## src/rtl/mux4x32_rr_arbiter.sv

```systemverilog
// Round-robin arbiter: four requesters share one 32-bit result slot.
// Ports: Clk, Clrn (async low); Req, A0..A3, Ready in; Gnt, Y, Sel, Valid out.
module mux4x32_rr_arbiter (
  input  logic        Clk,
  input  logic        Clrn,
  input  logic [3:0]  Req,
  input  logic [31:0] A0,
  input  logic [31:0] A1,
  input  logic [31:0] A2,
  input  logic [31:0] A3,
  input  logic        Ready,
  output logic [3:0]  Gnt,
  output logic [31:0] Y,
  output logic [1:0]  Sel,
  output logic        Valid
);

  typedef enum logic {
    EMPTY = 1'b0,
    FULL  = 1'b1
  } slot_e;

  slot_e       state;
  logic [1:0]  ptr;
  logic        free;
  logic [3:0]  elig;
  logic [7:0]  dbl;
  logic [3:0]  rot;
  logic [1:0]  off;
  logic [1:0]  win;
  logic        any;
  logic [31:0] mux_y;

  assign Valid = (state == FULL);
  assign free  = !Valid || Ready;
  // A requester granted on the last edge sits out one cycle.
  assign elig  = Req & ~Gnt;
  assign any   = |elig;
  // Rotate so bit 0 is the requester at ptr.
  assign dbl   = {elig, elig};
  assign rot   = dbl[ptr +: 4];

  always_comb begin
    off = 2'd0;
    priority case (1'b1)
      rot[0]:  off = 2'd0;
      rot[1]:  off = 2'd1;
      rot[2]:  off = 2'd2;
      rot[3]:  off = 2'd3;
      default: off = 2'd0;
    endcase
  end

  assign win = ptr + off;

  // MUX4X32 driven by the combinational winner.
  always_comb begin
    mux_y = A0;
    unique case (win)
      2'd0: mux_y = A0;
      2'd1: mux_y = A1;
      2'd2: mux_y = A2;
      2'd3: mux_y = A3;
    endcase
  end

  always_ff @(posedge Clk or negedge Clrn) begin
    if (!Clrn) begin
      state <= EMPTY;
      ptr   <= 2'd0;
      Gnt   <= 4'd0;
      Y     <= 32'd0;
      Sel   <= 2'd0;
    end else begin
      Gnt <= 4'd0;
      if (free) begin
        if (any) begin
          state <= FULL;
          Y     <= mux_y;
          Sel   <= win;
          Gnt   <= 4'b0001 << win;
          ptr   <= win + 2'd1;
        end else begin
          state <= EMPTY;
        end
      end
    end
  end

endmodule

```

## config.mk

```make
export PLATFORM = sky130hd
export DESIGN_NAME = mux4x32_rr_arbiter
export DESIGN_NICKNAME = d
export VERILOG_FILES = /design/src/rtl/mux4x32_rr_arbiter.sv
export SDC_FILE = /design/constraint.sdc
export NUM_CORES = 1
export LEC_CHECK = 0
export ABC_AREA = 1
export CELL_PAD_IN_SITES_DETAIL_PLACEMENT = 0
export CELL_PAD_IN_SITES_GLOBAL_PLACEMENT = 1
export CORE_MARGIN = 1
export CORE_UTILIZATION = 25
export DETAILED_ROUTE_END_ITERATION = 10
export PLACE_DENSITY = 0.88
export SLEW_MARGIN = 20
export SYNTH_ARGS = -nofsm -noshare
export SYNTH_HDL_FRONTEND = slang
export SYNTH_SLANG_ARGS = --single-unit
```

## constraint.sdc

```tcl
create_clock -name Clk -period 2.7 [get_ports Clk]
set_input_delay 0.54 -clock Clk [delete_from_list [all_inputs] [get_ports Clk]]
set_output_delay 0.54 -clock Clk [all_outputs]
set_load 0.05 [all_outputs]
```

After elaboration in Yosys (flattened, before gate mapping). Index checks and enable logic that the tools add are counted.

Bitwise gates (word level): 2. Shift operators: 2. $lt $le $gt $ge: 0. Eq/ne operators: 3. Reductions and logical operators: 5. Muxes and demuxes: 8. Multiply operators: 0. Divide/modulo/power cells: 0. Add/sub/neg operators: 2.

Operator list (count): $pmux 32 s4 (1); $mux 2 (4); $mux 4 (2); $shiftx 8x3->4 (1); $and 4x4->4 (1); $eq 2x2->1 const B (2); $not 4->4 (1); $reduce_or 4->1 (1); $shl 1x2->4 const A (1); $add 2x1->2 const B (1); $add 2x2->2 (1); $eq 2x1->1 const B (1); $logic_not 2->1 (1); $reduce_and 2->1 (1); $logic_not 1->1 (1); $logic_or 1x1->1 (1); $mux 1 (1).

Memories kept: 0. Bits of input ports: 135. Register bits after elaboration: 41. Memory bits (read-only): 0. Word-level logic and storage cells: 27. Latch bits: 0. Output and inout bits: 39. RAM bits: 0.

Longest topological paths before layout. Gate-level depths: netlist of run 1.

Depth in word-level cells: 11. Mapped depth: 18.

Least setup slack after synthesis of run 1. Ideal clock, no wire load.

Path kind: reg-to-reg. Start point: register Gnt[0]. End point: register Y[14]. Data arrival time: 2676 ps. Buffers on the path: 2. Cell stages (with the launch flop): 19. Library setup time: 74 ps. Slack: -50 ps. Clock period less this slack: 2750 ps. Cell sequence: dfrtp_1 inv_1 nand3_1 nand3_1 nand2_1 nand3_1 a21boi_1 ha_1 xor2_1 inv_1 nand3_1 nand2_2 inv_1 ha_1 buf_2 buf_2 a21oi_1 a32o_1 o21ai_2.

Cells in the longest elaborated chain, start to end: 10. Elaborated cells on any way between the ends: 15.

RTL lines: start, declared (line 12) `output logic [3:0] Gnt,`; start signal, assigned (line 81) `Gnt <= 4'b0001 << win;`; $not 4->4 * (line 37) `assign elig = Req & ~Gnt;`; $and 4x4->4 * (line 37); $shiftx 8x3->4 * (line 41) `assign rot = dbl[ptr +: 4];`; $mux 2 (3 in series) (line 45) `priority case (1'b1)`; $mux 2 * (line 45); $add 2x2->2 * (line 54) `assign win = ptr + off;`; via win[1] (line 30) `logic [1:0] win;`; $eq 2x2->1, or another cell as far along (line 59) `unique case (win)`; $pmux 32 s4 * (line 59); end signal, assigned (line 79) `Y <= mux_y;`; end, declared (line 13) `output logic [31:0] Y,`.

Mark *: on every way through the listed nets, which the timed path passes. The rest lies on a longest branch. A chain may end at the register's enable or synchronous reset.

Worst setup path after layout of run 1.
Start point: input Req[3]. End point: register Y[4].

Cells in the longest elaborated chain, start to end: 9. Elaborated cells on any way between the ends: 14.

RTL lines: start, declared (line 6) `input logic [3:0] Req,`; $and 4x4->4 * (line 37); $shiftx 8x3->4 * (line 41); $mux 2 (3 in series) (line 45); $mux 2 * (line 45); $add 2x2->2 * (line 54); via win[1] (line 30); $eq 2x2->1, or another cell as far along (line 59); $pmux 32 s4 * (line 59).

Marks and branches as above.

==> results_dict.tcl, run 1 <==
set metrics [dict create \
    worstMarginPinSlew_ns 0.606 \
    cp.required_ns 2.90 \
    avgSynthCellArea_um2 7.77 \
    drtIter0Drc 148 \
    routabilityCongestion 0.789 \
    synth_nets 507 \
    ctsLongestPathBuffers 2 \
    drtAntennaViolNets 0 \
    drive_gt1_share_pct 20.6 \
    grt_pass1_wl_mm 15.7 \
    grt-ovfl-total 0 \
    core_area_um2 11000 \
    syn_inst 366 \
    worstPathArrival_ns 2.86 \
    drt-met1-wl_mm 4.26 \
    max_slew_margin_pct 59.6 \
    layout.nets 690 \
    wl_met2_mm 5.33 \
    fin_crit_sh_pct 98.7 \
    synth_area_um2 2850 \
    vias 3227 \
    row_count 38 \
    stdcell_area_um2 5270 \
    skew_ns 0.00744 \
    critPathKind "in -> reg" \
    cts_root_buf "clkbuf_16" \
    gr-usage-all-layers_pct 17.3 \
    hold_violations 0 \
    cts_buffers 5 \
    clk_latency_ns 0.28 \
    drv_slew 0 \
    die_y_um 109 \
    numClockSinks 41 \
    setup_violations 0 \
    grt_pass1_vias 3288 \
    ys.warnings.count 0 \
    routed.top_layer "met4" \
    seq_area_frac_synth_pct 36.1 \
    endpoint_kind "flop" \
    clock.fmax_ghz 0.375 \
    drt_pre_antenna_iters 4 \
    wl_met3_um 624 \
    place_area_um2 4790 \
    cts_hold_buf 0 \
    drcViolationCount 0 \
    wl_per_cell_um 15.0 \
    antenna_found_initial 0 \
    ctsHtreeMaxLevel 2 \
    final_cell_mix "168 x clkdlybuf4s50_1, 106 x nand2_1, 47 x inv_1, 35 x dfrtp_1, 32 x a21oi_1" \
    routed_via_density 4.68 \
    period_needed_ns 2.67 \
    hold_class "in -> async" \
    wirelength_mm 10.3 \
    cts_tree "yes" \
    status "finished clean" \
    n_antenna_cell 0 \
    drv_cap 0 \
    yosys.cell_types.count 23 \
    layout_commonest_cell "clkdlybuf4s50_1" \
    port-buffer-count 173 \
    dp_hpwl_mm 7.21 \
    start_util_pct 25.9 \
    cp_max_fo 16 \
    grt_start_max_net_pins 28 \
    area_growth_pct 85.3 \
    die_w_um 109 \
    ys_seq_elements 41 \
    cp-start-kind "input pin" \
    ios 174 \
    rsz0062_at_grt "true" \
    die_area_um2 11800 \
    path_clk_slew_ns 0.05 \
]
-- cells in the mapped netlist (all sizes together) --
| master | count | area (µm²) |
|---|---|---|
| clkbuf | 3 | 11.3 |
| a32o | 32 | 320 |
| o211ai | 1 | 12.5 |
| xor2 | 1 | 8.76 |
| clkinv | 1 | 5.00 |
| o21ai | 35 | 292 |
| a21boi | 1 | 7.51 |
| o21a | 1 | 7.51 |
| ha | 6 | 75.1 |
| nand2 | 114 | 450 |
| a21oi | 32 | 160 |
| nand3 | 18 | 95.1 |
| nor2 | 5 | 18.8 |
| inv | 51 | 191 |
| dfrtp | 41 | 1030 |
| buf | 24 | 164 |
-- state kept, by name, indices dropped and copies added (netlist names) --
| register | cells |
|---|---|
| Sel | 2 |
| Valid | 1 |
| Y | 32 |
| Gnt | 4 |
| ptr | 2 |
-- worst paths after layout --
check	from	end	slack (ns)	depth (start not counted)
worst max-delay path	Req[3]	Y[4]	0.03	16
worst min register to register	Y[12]	Y[12]	0.48	2
max in group asynchronous	Clrn	Y[4]	1.75	2
min in group Clk	Y[12]	Y[12]	0.48	2
worst min-delay path	Clrn	Y[16]	0.27	1
worst max register to register	ptr[0]	Y[4]	0.04	15
-- cell families (layout without fill, tap and decap cells) --
kind of cell,after synthesis,after routing,share of synthesized area [%]
flops,41,41,36.1
simple gates,137,137,19.8
compound gates,102,102,28.1
xor+xnor,1,1,0.308
fa+ha+maj,6,6,2.64
buf+inv,79,262,13.1
-- metal layers --
metal / vias to the layer above / GRT usage [%]
li1: 1590 / -
met1: 1508 / 19.0
met2: 117 / 33.2
met3: 12 / 4.12
met4: 0 / 3.67
met5: - / 0
-- cell type report --
cell class                      count  area, µm²
Timing Repair Buffer              203       2160
Tap cell                          140        175
Multi-Input combinational cell    246       1560
Fill cell                        1050       5710
Sequential cell                    41       1030
Inverter                           52        204
Clock buffer                        7        143
-- per-stage QoR --
| step | utilization, % | TNS (ns) | setup slack (ns) | cells | hold slack, ns |
|---|---|---|---|---|---|
| after floorplan | - | 0 | 0.100 | 366 | 0.244 |
| after global placement | 43.6 | -13.52 | -0.475 | 670 | 0.465 |
| after detailed placement | 43.6 | -16.56 | -0.555 | 670 | 0.468 |
| after CTS | 47.0 | 0 | 0.0314 | 686 | 0.289 |
| after global routing | 48.0 | -2.49 | -0.109 | 689 | 0.308 |
| final | 48.0 | 0 | 0.0339 | 689 | 0.266 |
-- worst max-delay path: stages --
cell and delay, ns:
dlygate4sd2_1 0.27, nand3_2 0.10, nand3_2 0.08, nand2_2 0.08, nand3_1 0.07, a21boi_1 0.15
ha_2 0.21, xor2_2 0.17, nand2_1 0.11, nand2_4 0.11, inv_6 0.05, ha_4 0.17
buf_4 0.12, bufbuf_16 0.27, a32o_1 0.20, o21ai_1 0.14
-- what timing repair did --
action / in CTS / in global routing
resized for setup: 24 / 23
endpoints found under the setup margin: 32 / 32
cloned: 4 / 1
pin swaps: 3 / 5
endpoints found under the hold margin: 0 / 0
buffers inserted: 5 / 2
Power of run 1 is not shown: default switching activity piles up to over one toggle a cycle in this logic, so the estimate is an artifact.
==> run 2: changes to the inputs <==
CTS_CLUSTER_DIAMETER = 40   (was unset)
==> results of run 2 <==
The final DEF is identical to that of run 1; final timing and power are the same.
Power of run 2 is left out for the same reason.
==> run 3: changes to the inputs <==
CAP_MARGIN = 15   (was unset)
==> results of run 3 <==
The final DEF is identical to that of run 1; final timing and power are the same.
Power of run 3 is left out for the same reason.
